[config.mk]
export PLATFORM = sky130hd
export DESIGN_NAME = fetch_ctrl
export DESIGN_NICKNAME = d
export VERILOG_FILES = /design/src/rtl/fetch_ctrl.sv
export SDC_FILE = /design/constraint.sdc
export NUM_CORES = 1
export LEC_CHECK = 0
export ABC_AREA = 1
export ABC_CLOCK_PERIOD_IN_PS = 3880
export CORE_ASPECT_RATIO = 1.25
export CORE_MARGIN = 5
export CORE_UTILIZATION = 41
export DETAILED_ROUTE_END_ITERATION = 6
export PLACE_DENSITY_LB_ADDON = 0.12
export SYNTH_ARGS = -nofsm -noshare
export SYNTH_HDL_FRONTEND = slang
export SYNTH_SLANG_ARGS = --single-unit
[constraint.sdc]
create_clock -name clk -period 3.88 [get_ports clk]
set_input_delay 0.388 -clock clk [delete_from_list [all_inputs] [get_ports clk]]
set_output_delay 0.388 -clock clk [all_outputs]
set_load 0.02 [all_outputs]
[src/rtl/fetch_ctrl.sv]
// Instruction-fetch controller: owns the PC, issues one AXI-lite read per
// instruction, hands the word to IDU and waits for the next PC from WBU.
module fetch_ctrl #(
   parameter logic [31:0] RESET_PC = 32'h8000_0000,
   parameter int          CNT_W    = 32
) (
   input  logic             clk,
   input  logic             rst,
   output logic [31:0]      araddr,
   output logic             arvalid,
   input  logic             arready,
   input  logic [31:0]      rdata,
   input  logic             rresp,
   input  logic             rvalid,
   output logic             rready,
   output logic [31:0]      inst,
   output logic [31:0]      inst_pc,
   output logic [1:0]       inst_fault,
   output logic             inst_valid,
   input  logic             inst_ready,
   input  logic [31:0]      npc,
   input  logic             npc_valid,
   output logic             npc_ready,
   output logic [CNT_W-1:0] fetch_cnt
);

   typedef enum logic [2:0] {
      S_IDLE = 3'd0,
      S_AR   = 3'd1,
      S_R    = 3'd2,
      S_OUT  = 3'd3,
      S_WAIT = 3'd4
   } state_t;

   localparam logic [1:0] FAULT_NONE  = 2'b00;
   localparam logic [1:0] FAULT_BUS   = 2'b01;
   localparam logic [1:0] FAULT_ALIGN = 2'b10;

   state_t           state_q, state_d;
   logic [31:0]      pc_q, pc_d;
   logic [31:0]      inst_q, inst_d;
   logic [31:0]      inst_pc_q, inst_pc_d;
   logic [1:0]       fault_q, fault_d;
   logic [CNT_W-1:0] cnt_q, cnt_d;

   always_comb begin
      state_d   = state_q;
      pc_d      = pc_q;
      inst_d    = inst_q;
      inst_pc_d = inst_pc_q;
      fault_d   = fault_q;
      cnt_d     = cnt_q;
      case (state_q)
         S_IDLE: state_d = S_AR;
         S_AR: begin
            if (arready) state_d = S_R;
         end
         S_R: begin
            // The word is latched even on a bus error; IDU keys off inst_fault.
            if (rvalid) begin
               inst_d    = rdata;
               inst_pc_d = pc_q;
               fault_d   = rresp ? FAULT_BUS : FAULT_NONE;
               cnt_d     = cnt_q + CNT_W'(1);
               state_d   = S_OUT;
            end
         end
         S_OUT: begin
            if (inst_ready) state_d = S_WAIT;
         end
         S_WAIT: begin
            if (npc_valid) begin
               pc_d = npc;
               if (npc[1:0] == 2'b00) begin
                  state_d = S_AR;
               end else begin
                  // Misaligned target: report it without touching the bus.
                  inst_d    = 32'h0;
                  inst_pc_d = npc;
                  fault_d   = FAULT_ALIGN;
                  state_d   = S_OUT;
               end
            end
         end
         default: state_d = S_IDLE;
      endcase
   end

   always_ff @(posedge clk or posedge rst) begin
      if (rst) begin
         state_q   <= S_IDLE;
         pc_q      <= RESET_PC;
         inst_q    <= 32'h0;
         inst_pc_q <= 32'h0;
         fault_q   <= FAULT_NONE;
         cnt_q     <= '0;
      end else begin
         state_q   <= state_d;
         pc_q      <= pc_d;
         inst_q    <= inst_d;
         inst_pc_q <= inst_pc_d;
         fault_q   <= fault_d;
         cnt_q     <= cnt_d;
      end
   end

   // Handshake outputs are pure decodes of the state register.
   assign arvalid    = (state_q == S_AR);
   assign rready     = (state_q == S_R);
   assign inst_valid = (state_q == S_OUT);
   assign npc_ready  = (state_q == S_WAIT);

   assign araddr     = pc_q;
   assign inst       = inst_q;
   assign inst_pc    = inst_pc_q;
   assign inst_fault = fault_q;
   assign fetch_cnt  = cnt_q;

endmodule
==> flow_summary.ini, run 1 <==
[status]
status = finished clean

[pwr]
p_total_mw = 6.63
p_leak_nw = 4.14
vdd.ir_drop.worst_mv = 0.433
powerDensity_mw_per_mm2 = 762

[hold_path]
hold_path_class = primary input to asynchronous set/reset pin

[layout]
antenna_cells = 0
fillers = 1248
nets = 981
instances_no_fill = 1099
utilization_pct = 60.9
layout_commonest_cell = nand2_1
stdcell_area_mm2 = 0.00870
multi_input_comb_area_mm2 = 0.00218
syn2layout_area_growth_pct = 46.8
layout_common_cells = nand2_1, clkdlybuf4s50_1, dfrtp_1
layout-drive-gt1-share_pct = 5.21
regArea_mm2 = 0.00333

[place]
dpl.hpwl_mm = 12.7
place_congestion = 0.886
place_ws_ps = 1200
placed_cells = 1068
post_dp_cell_area_mm2 = 0.00811
port_buffers = 204

[worst_setup_path]
crit_fanout = 54
worstPathRequired_ps = 4160
slowest_stage = nand2_2
path_depth = 9
cpLargestDelayFamily = buffers and inverters
start_kind = flip-flop
crit_buf_inv = 4
timing.rr.end = inst_pc[26]
r2r_setup_slack_ps = 1210
path_class = flip-flop to flip-flop
reg2reg_from = state_q[1]
cp.arrival_ps = 2950
slowest_delay_ps = 490
worstPathCellList = inv_2 > nand3_4 > inv_4 > nand2_2 > nand2_1 > inv_2 > nand2_2 > buf_4 > o21ai_0
reg2reg_depth = 9
cp-end-kind = flip-flop

[clock_network]
clock-sinks = 133
cts_resized = 0
tritoncts = built
clk_latency_ps = 420
clockBufferDepth = 2
cts.htree.levels = 4
hold_buffers = 0
root_buffer = clkbuf_16
postCtsSetupBuffers = 0
cts-buffers-inserted = 17
clk_pin_slew_ps = 50

[sta]
fmax_mhz = 375
slew_headroom_pct = 36.2
hold_violations = 0
setup_viol = 0
slew_violations = 0
rsz0062_at_grt = no
min_period_over_period_pct = 68.8
fin_crit_ps = 2670
finalSetupTns_ps = 0
worst_slack_ps = 1210
tightest_slew_ps = 954
fin_skew_ps = 6.32
fin_hold_ws_ps = 468

[detailed_routing]
routedWlPerCell_um = 15.6
first_pass_iters = 4
drt_wl_total_mm = 17.2
vias_per_cell = 4.90
ant_nets = 0
route.detailed.drc = 0
num_vias = 5382
drt_iter0_markers = 329

[floorplan]
fp.dieW_um = 118
ios = 205
floorplan.initialDensity_pct = 41.5
core_area_mm2 = 0.0143
chipHeight_um = 144
dieArea_mm2 = 0.0170
row_count = 49

[global_route]
grt_pass1_vias = 5466
grt_max_degree = 67
grt_pass1_wl_mm = 27.5
antenna_found_initial = 0
grt-ovfl-total = 0
track_usage_pct = 20.1

[yosys]
synthFlopType = dfrtp_1
synthDistinctLibCells = 30
synth_area_mm2 = 0.00593
synth_cells = 706
synth-xor-area-share_pct = 2.51
synth_top_family_by_area = simple AND/OR/NAND/NOR gates
syn_avg_cell_area_um2 = 8.40
muxShareOfSynthArea_pct = 1.79
yosysSeqAreaShare_pct = 56.2
synth_compound_area_share_pct = 8.17
synth_nets = 778
synth_edf_count = 0
synth_warnings = 0
synth-seq-cells = 133
async_reset_ff_share_pct = 100
yosys.area_share.simple_pct = 24.0
synthAdderAreaFrac_pct = 0.211

[job]
drv_cap = 0
[worst max-delay path by stage]
stage | start | endpoint
finish | state_q[1] | inst_pc[26]
global route | state_q[1] | inst_pc[26]
CTS | state_q[1] | inst_pc[25]
detailed placement | state_q[1] | inst_pc[28]
global placement | state_q[1] | inst_pc[29]
floorplan | rst | araddr[0]
[cell families (layout without fill, tap and decap cells)]
logic type | count (synthesis) | after routing
AND/OR/NAND/NOR | 349 | 349
flip-flops | 133 | 133
buffers and inverters | 100 | 315
AO/OA/AOI/OAI | 96 | 96
XOR/XNOR | 17 | 17
multiplexers | 10 | 10
adder cells (fa/ha/maj) | 1 | 1
[sequential cells by signal, summed over array words and instances (netlist names)]
| register | flops |
|---|---|
| araddr | 32 |
| inst_pc | 32 |
| inst_fault | 2 |
| inst | 32 |
| state_q | 3 |
| fetch_cnt | 32 |
[cell usage after synthesis, types with 2 or more instances]
cell | instances | share of area, %
buf_2 | 8 | 0.68
inv_1 | 71 | 4.5
inv_2 | 3 | 0.19
xor2_1 | 9 | 1.3
nor2_1 | 35 | 2.2
nand2_2 | 2 | 0.21
clkbuf_1 | 10 | 0.63
dfrtp_1 | 132 | 56
clkbuf_2 | 2 | 0.17
o21ai_0 | 93 | 7.9
nand3b_1 | 3 | 0.38
nand3_1 | 23 | 1.9
nand2_1 | 267 | 17
nor3_1 | 3 | 0.25
mux2i_1 | 5 | 0.84
mux2_1 | 5 | 0.95
nand4_1 | 12 | 1.3
xnor2_1 | 8 | 1.2
buf_6 | 4 | 0.76
[metal layers]
layer | part of all wire (%) | vias up | global-route usage, %
li1 | - | 2620 | -
met1 | 39 | 2541 | 23.1
met2 | 52 | 173 | 35.0
met3 | 4.9 | 48 | 4.66
met4 | 4.2 | 0 | 11.2
met5 | 0 | - | 0
[area by class of cell]
cell class	instances	share of cell area, %
sequential	133	38.3
timing repair buffer	209	24.0
tap	178	2.56
clock inverter	10	1.50
multi-input combinational	473	25.1
clock buffer	21	5.29
inverter	75	3.31
[power by group]
group / switching [mW] / total [mW] / internal, mW
Sequential: 0.347 / 2.24 / 1.89
Combinational: 1.57 / 2.78 / 1.22
Clock: 0.582 / 1.62 / 1.03
Total: 2.49 / 6.63 / 4.14
Note: power is estimated with default switching activity, not from simulation.
==> run 2: changes to the inputs <==
--- a/config.mk
+++ b/config.mk
@@ -6,7 +6,7 @@
 export NUM_CORES = 1
 export LEC_CHECK = 0
 export ABC_AREA = 1
-export ABC_CLOCK_PERIOD_IN_PS = 3880
+export ABC_CLOCK_PERIOD_IN_PS = 2200
 export CORE_ASPECT_RATIO = 1.25
 export CORE_MARGIN = 5
 export CORE_UTILIZATION = 41
==> constraint.sdc (replaced) <==
create_clock -name clk -period 2.2 [get_ports clk]
set_input_delay 0.22 -clock clk [delete_from_list [all_inputs] [get_ports clk]]
set_output_delay 0.22 -clock clk [all_outputs]
set_load 0.02 [all_outputs]
==> run 2 against run 1 <==
Net effect: register-to-register slack worse by 840 ps; sequential cell count stayed put; die area unchanged; sequential power is 75% higher; critical path type is now flip-flop to output port; clock-buffer cell count increased by 1; first-iteration DRC count up 5.2%; wire length decreased by 2.5%; combinational power increased by 78%.
==> flow_summary.ini, run 2 (same netlist as run 1, synthesis figures left out) <==
[status]
status = finished clean

[layout]
stdcell_area_mm2 = 0.00880
multi_input_comb_area_mm2 = 0.00218
layout-drive-gt1-share_pct = 5.41
layout_common_cells = nand2_1, clkdlybuf4s50_1, dfrtp_1
regArea_mm2 = 0.00333
antenna_cells = 0
utilization_pct = 61.6
nets = 984
layout_commonest_cell = nand2_1
syn2layout_area_growth_pct = 48.4
fillers = 1250
instances_no_fill = 1103

[sta]
hold_violations = 0
fin_crit_ps = 2040
slew_violations = 0
worst_slack_ps = 155
tightest_slew_ps = 543
slew_headroom_pct = 63.8
fmax_mhz = 489
setup_viol = 0
min_period_over_period_pct = 92.9
fin_skew_ps = 7.74
fin_hold_ws_ps = 289
rsz0062_at_grt = no
finalSetupTns_ps = 0

[place]
placed_cells = 1071
dpl.hpwl_mm = 12.4
place_congestion = 0.925
place_ws_ps = 214
port_buffers = 204
post_dp_cell_area_mm2 = 0.00816

[detailed_routing]
routedWlPerCell_um = 15.2
route.detailed.drc = 0
drt_iter0_markers = 346
drt_wl_total_mm = 16.7
vias_per_cell = 4.85
first_pass_iters = 4
ant_nets = 0
num_vias = 5347

[pwr]
vdd.ir_drop.worst_mv = 0.921
powerDensity_mw_per_mm2 = 1350
p_total_mw = 11.9
p_leak_nw = 4.21

[worst_setup_path]
cp-end-kind = output port
path_class = flip-flop to output port
r2r_setup_slack_ps = 370
cp.arrival_ps = 1820
worstPathRequired_ps = 1980
crit_fanout = 4
start_kind = flip-flop

[floorplan]
chipHeight_um = 144
floorplan.initialDensity_pct = 41.5
row_count = 49
fp.dieW_um = 118
ios = 205
dieArea_mm2 = 0.0170
core_area_mm2 = 0.0143

[clock_network]
clk_pin_slew_ps = 60
cts.htree.levels = 4
clock-sinks = 133
clk_latency_ps = 410
clockBufferDepth = 2
cts-buffers-inserted = 17
root_buffer = clkbuf_16
tritoncts = built

[job]
drv_cap = 0

[global_route]
grt_pass1_wl_mm = 27.2
antenna_found_initial = 0
grt_pass1_vias = 5477
grt_max_degree = 97
grt-ovfl-total = 0
track_usage_pct = 19.7

[hold_path]
hold_path_class = primary input to asynchronous set/reset pin
## run 2: where the power goes
part / internal (mW) / switching [mW] / total [mW]
combinational: 2.19 / 2.75 / 4.95
sequential: 3.33 / 0.578 / 3.91
clock: 2.03 / 1.01 / 3.04
## run 2: what timing repair did
| action | 4_1_cts | 5_1_grt |
|---|---|---|
| setup buffers | 0 | 0 |
| setup endpoints to repair | 1 | 1 |
| hold buffers | 0 | 0 |
| resized for setup | 2 | 1 |
## run 2: worst paths after layout
path	cells after the start	startpoint	to
setup / recovery	4	state_q[2]	arvalid
hold / removal	3	rst	fetch_cnt[22]
setup reg to reg	7	state_q[2]	fetch_cnt[24]
hold reg to reg	2	inst[3]	inst[3]
max in group asynchronous	3	rst	araddr[31]
min in group clk	3	rdata[22]	inst[22]
## run 2: layout make-up
| cell class | count | share of cell area [%] |
|---|---|---|
| clock buffer | 22 | 5.16 |
| clock inverter | 10 | 2.02 |
| inverter | 75 | 3.30 |
| multi-input combinational | 473 | 24.8 |
| sequential | 133 | 37.9 |
| tap | 178 | 2.53 |
| timing repair buffer | 212 | 24.3 |
## run 2: critical path: stages (launching register included)
cell,delay (ps)
dfrtp_1,420
inv_1,140
nand3_1,120
inv_1,100
clkdlybuf4s50_1,650
## run 2: routing by layer
layer | vias up | GRT usage, % | part of all wire [%]
met5 | - | 0 | 0
li1 | 2626 | - | -
met3 | 29 | 4.34 | 4.7
met1 | 2525 | 23.1 | 40
met2 | 167 | 34.6 | 53
met4 | 0 | 9.12 | 2.6
==> run 3: changes to the inputs <==
--- a/config.mk
+++ b/config.mk
@@ -6,10 +6,10 @@
 export NUM_CORES = 1
 export LEC_CHECK = 0
 export ABC_AREA = 1
-export ABC_CLOCK_PERIOD_IN_PS = 2200
+export ABC_CLOCK_PERIOD_IN_PS = 1900
 export CORE_ASPECT_RATIO = 1.25
 export CORE_MARGIN = 5
-export CORE_UTILIZATION = 41
+export CORE_UTILIZATION = 46
 export DETAILED_ROUTE_END_ITERATION = 6
 export PLACE_DENSITY_LB_ADDON = 0.12
 export SYNTH_ARGS = -nofsm -noshare
==> constraint.sdc (replaced) <==
create_clock -name clk -period 1.9 [get_ports clk]
set_input_delay 0.19 -clock clk [delete_from_list [all_inputs] [get_ports clk]]
set_output_delay 0.19 -clock clk [all_outputs]
set_load 0.05 [all_outputs]
==> run 3 against run 2 <==
Net effect: core utilization is 8.4 points higher; cell count is the same; combinational power up 64%; clock-buffer cell count decreased by 4; total power grew 33%; clock skew shrank 1.9 ps; global-route usage rose by 2.3 points; register-to-register slack lost 250 ps; sequential power increased by 17%; largest power group unchanged.
==> flow_summary.ini, run 3 (same netlist as run 1, synthesis figures left out) <==
[layout]
fillers = 978
instances_no_fill = 1103
nets = 994
antenna_cells = 0
stdcell_area_mm2 = 0.00886
layout-drive-gt1-share_pct = 7.59
layout_common_cells = nand2_1, clkdlybuf4s50_1, dfrtp_1
layout_commonest_cell = nand2_1
utilization_pct = 70.0
syn2layout_area_growth_pct = 49.5

[worst_setup_path]
worstPathRequired_ps = 1710
crit_fanout = 4
slowest_stage = clkdlybuf4s50_1
cp-end-kind = output port
path_depth = 1
crit_buf_inv = 1
reg2reg_depth = 8
worstPathCellList = clkdlybuf4s50_1
reg2reg_from = state_q[2]
slowest_delay_ps = 840
cp.arrival_ps = 1670
start_kind = flip-flop
path_class = flip-flop to output port
crit_start = fetch_cnt[12]
cpLargestDelayFamily = buffers and inverters

[sta]
hold_violations = 0
min_period_over_period_pct = 98.0
fin_hold_ws_ps = 144
fmax_mhz = 537
setup_viol = 0
slew_violations = 0
finalSetupTns_ps = 0
rsz0062_at_grt = yes
fin_skew_ps = 5.81
slew_headroom_pct = 60.6
tightest_slew_ps = 589
fin_crit_ps = 1860

[floorplan]
fp.dieW_um = 112
chipHeight_um = 137
dieArea_mm2 = 0.0153
core_area_mm2 = 0.0127
row_count = 46
floorplan.initialDensity_pct = 46.8
ios = 205

[clock_network]
clk_latency_ps = 410
clockBufferDepth = 2
cts-buffers-inserted = 17
cts.htree.levels = 4
tritoncts = built
clock-sinks = 133
root_buffer = clkbuf_16
clk_pin_slew_ps = 60

[pwr]
p_leak_nw = 4.47
vdd.ir_drop.worst_mv = 0.826
powerDensity_mw_per_mm2 = 1790

[place]
placed_cells = 1067
dpl.hpwl_mm = 12.6
post_dp_cell_area_mm2 = 0.00821
place_congestion = 0.905
port_buffers = 204

[global_route]
use_met2_pct = 39.2
met1_usage_pct = 25.2
antenna_found_initial = 0
grt_max_degree = 67
grt-ovfl-total = 0
grt_pass1_wl_mm = 26.8
global_route.usage.met3_pct = 4.78
track_usage_pct = 22.0
grt-busiest-layer = met2
grt_pass1_vias = 5461

[status]
status = finished clean

[detailed_routing]
route.detailed.drc = 0
drt_wl_total_mm = 17.0
drt_iter0_markers = 295
vias_per_cell = 5.00
routedWlPerCell_um = 15.4
ant_nets = 0
num_vias = 5516
first_pass_iters = 5

[hold_path]
hold_path_class = primary input to asynchronous set/reset pin

[job]
drv_cap = 0
==> run 3: changes by cell type in the layout (fill, tap and decap cells not counted), sizes merged <==
cell           delta
bufinv            -3
dlymetal6s2s     +10
clkdlybuf4s50    -23
clkbuf            -4
inv               +1
buf              +14
clkinvlp          +2
dlygate4sd2       +8
clkinv            +5
==> run 3: power by group <==
group	internal [mW]	leakage (nW)	total (mW)	switching, mW
registers	3.86	1.74	4.57	0.705
logic	2.58	2.45	8.10	5.52
clock network	1.95	0.281	3.16	1.21
==> run 3: final cells by class <==
type	instances	area, um2	share of cell area (%)
clock buffers	18	439	4.96
clock inverters	14	135	1.53
inverters	75	298	3.36
multi-input cells	473	2180	24.6
flip-flops and latches	133	3330	37.6
well taps	168	210	2.37
repair buffers	221	2260	25.5
repair inverters	1	8.76	0.0989
==> run 3: worst paths after layout <==
check	slack, ps	to
max in group asynchronous	1190	araddr[31]
min reg2reg	470	inst[17]
max	40	fetch_cnt[12]
min in group clk	320	inst[24]
max reg2reg	120	fetch_cnt[26]
min	140	fetch_cnt[16]
==> run 3: what timing repair did <==
action / in CTS / in global routing
endpoints found under the setup margin: 10 / 26
hold buffers: 0 / 0
pin swaps: 0 / 1
buffers inserted: 0 / 3
resized for setup: 15 / 14
gates cloned: 0 / 1
==> run 3: through the flow <==
stage	setup slack, ps	total power, mW
floorplan	59.6	9.85
global placement	11.2	12.5
detailed placement	23.1	12.7
CTS	5.36	15.9
global route	-36.8	16.6
finish	37.4	15.8
==> run 3: layer usage <==
metal  vias to the layer above  share of wire [%]  wire length [um]
li1                       2648                  -                 -
met1                      2624                 38              6510
met2                       201                 53              9020
met3                        43                5.1               863
met4                         0                3.8               645
met5                         -                  0                 0
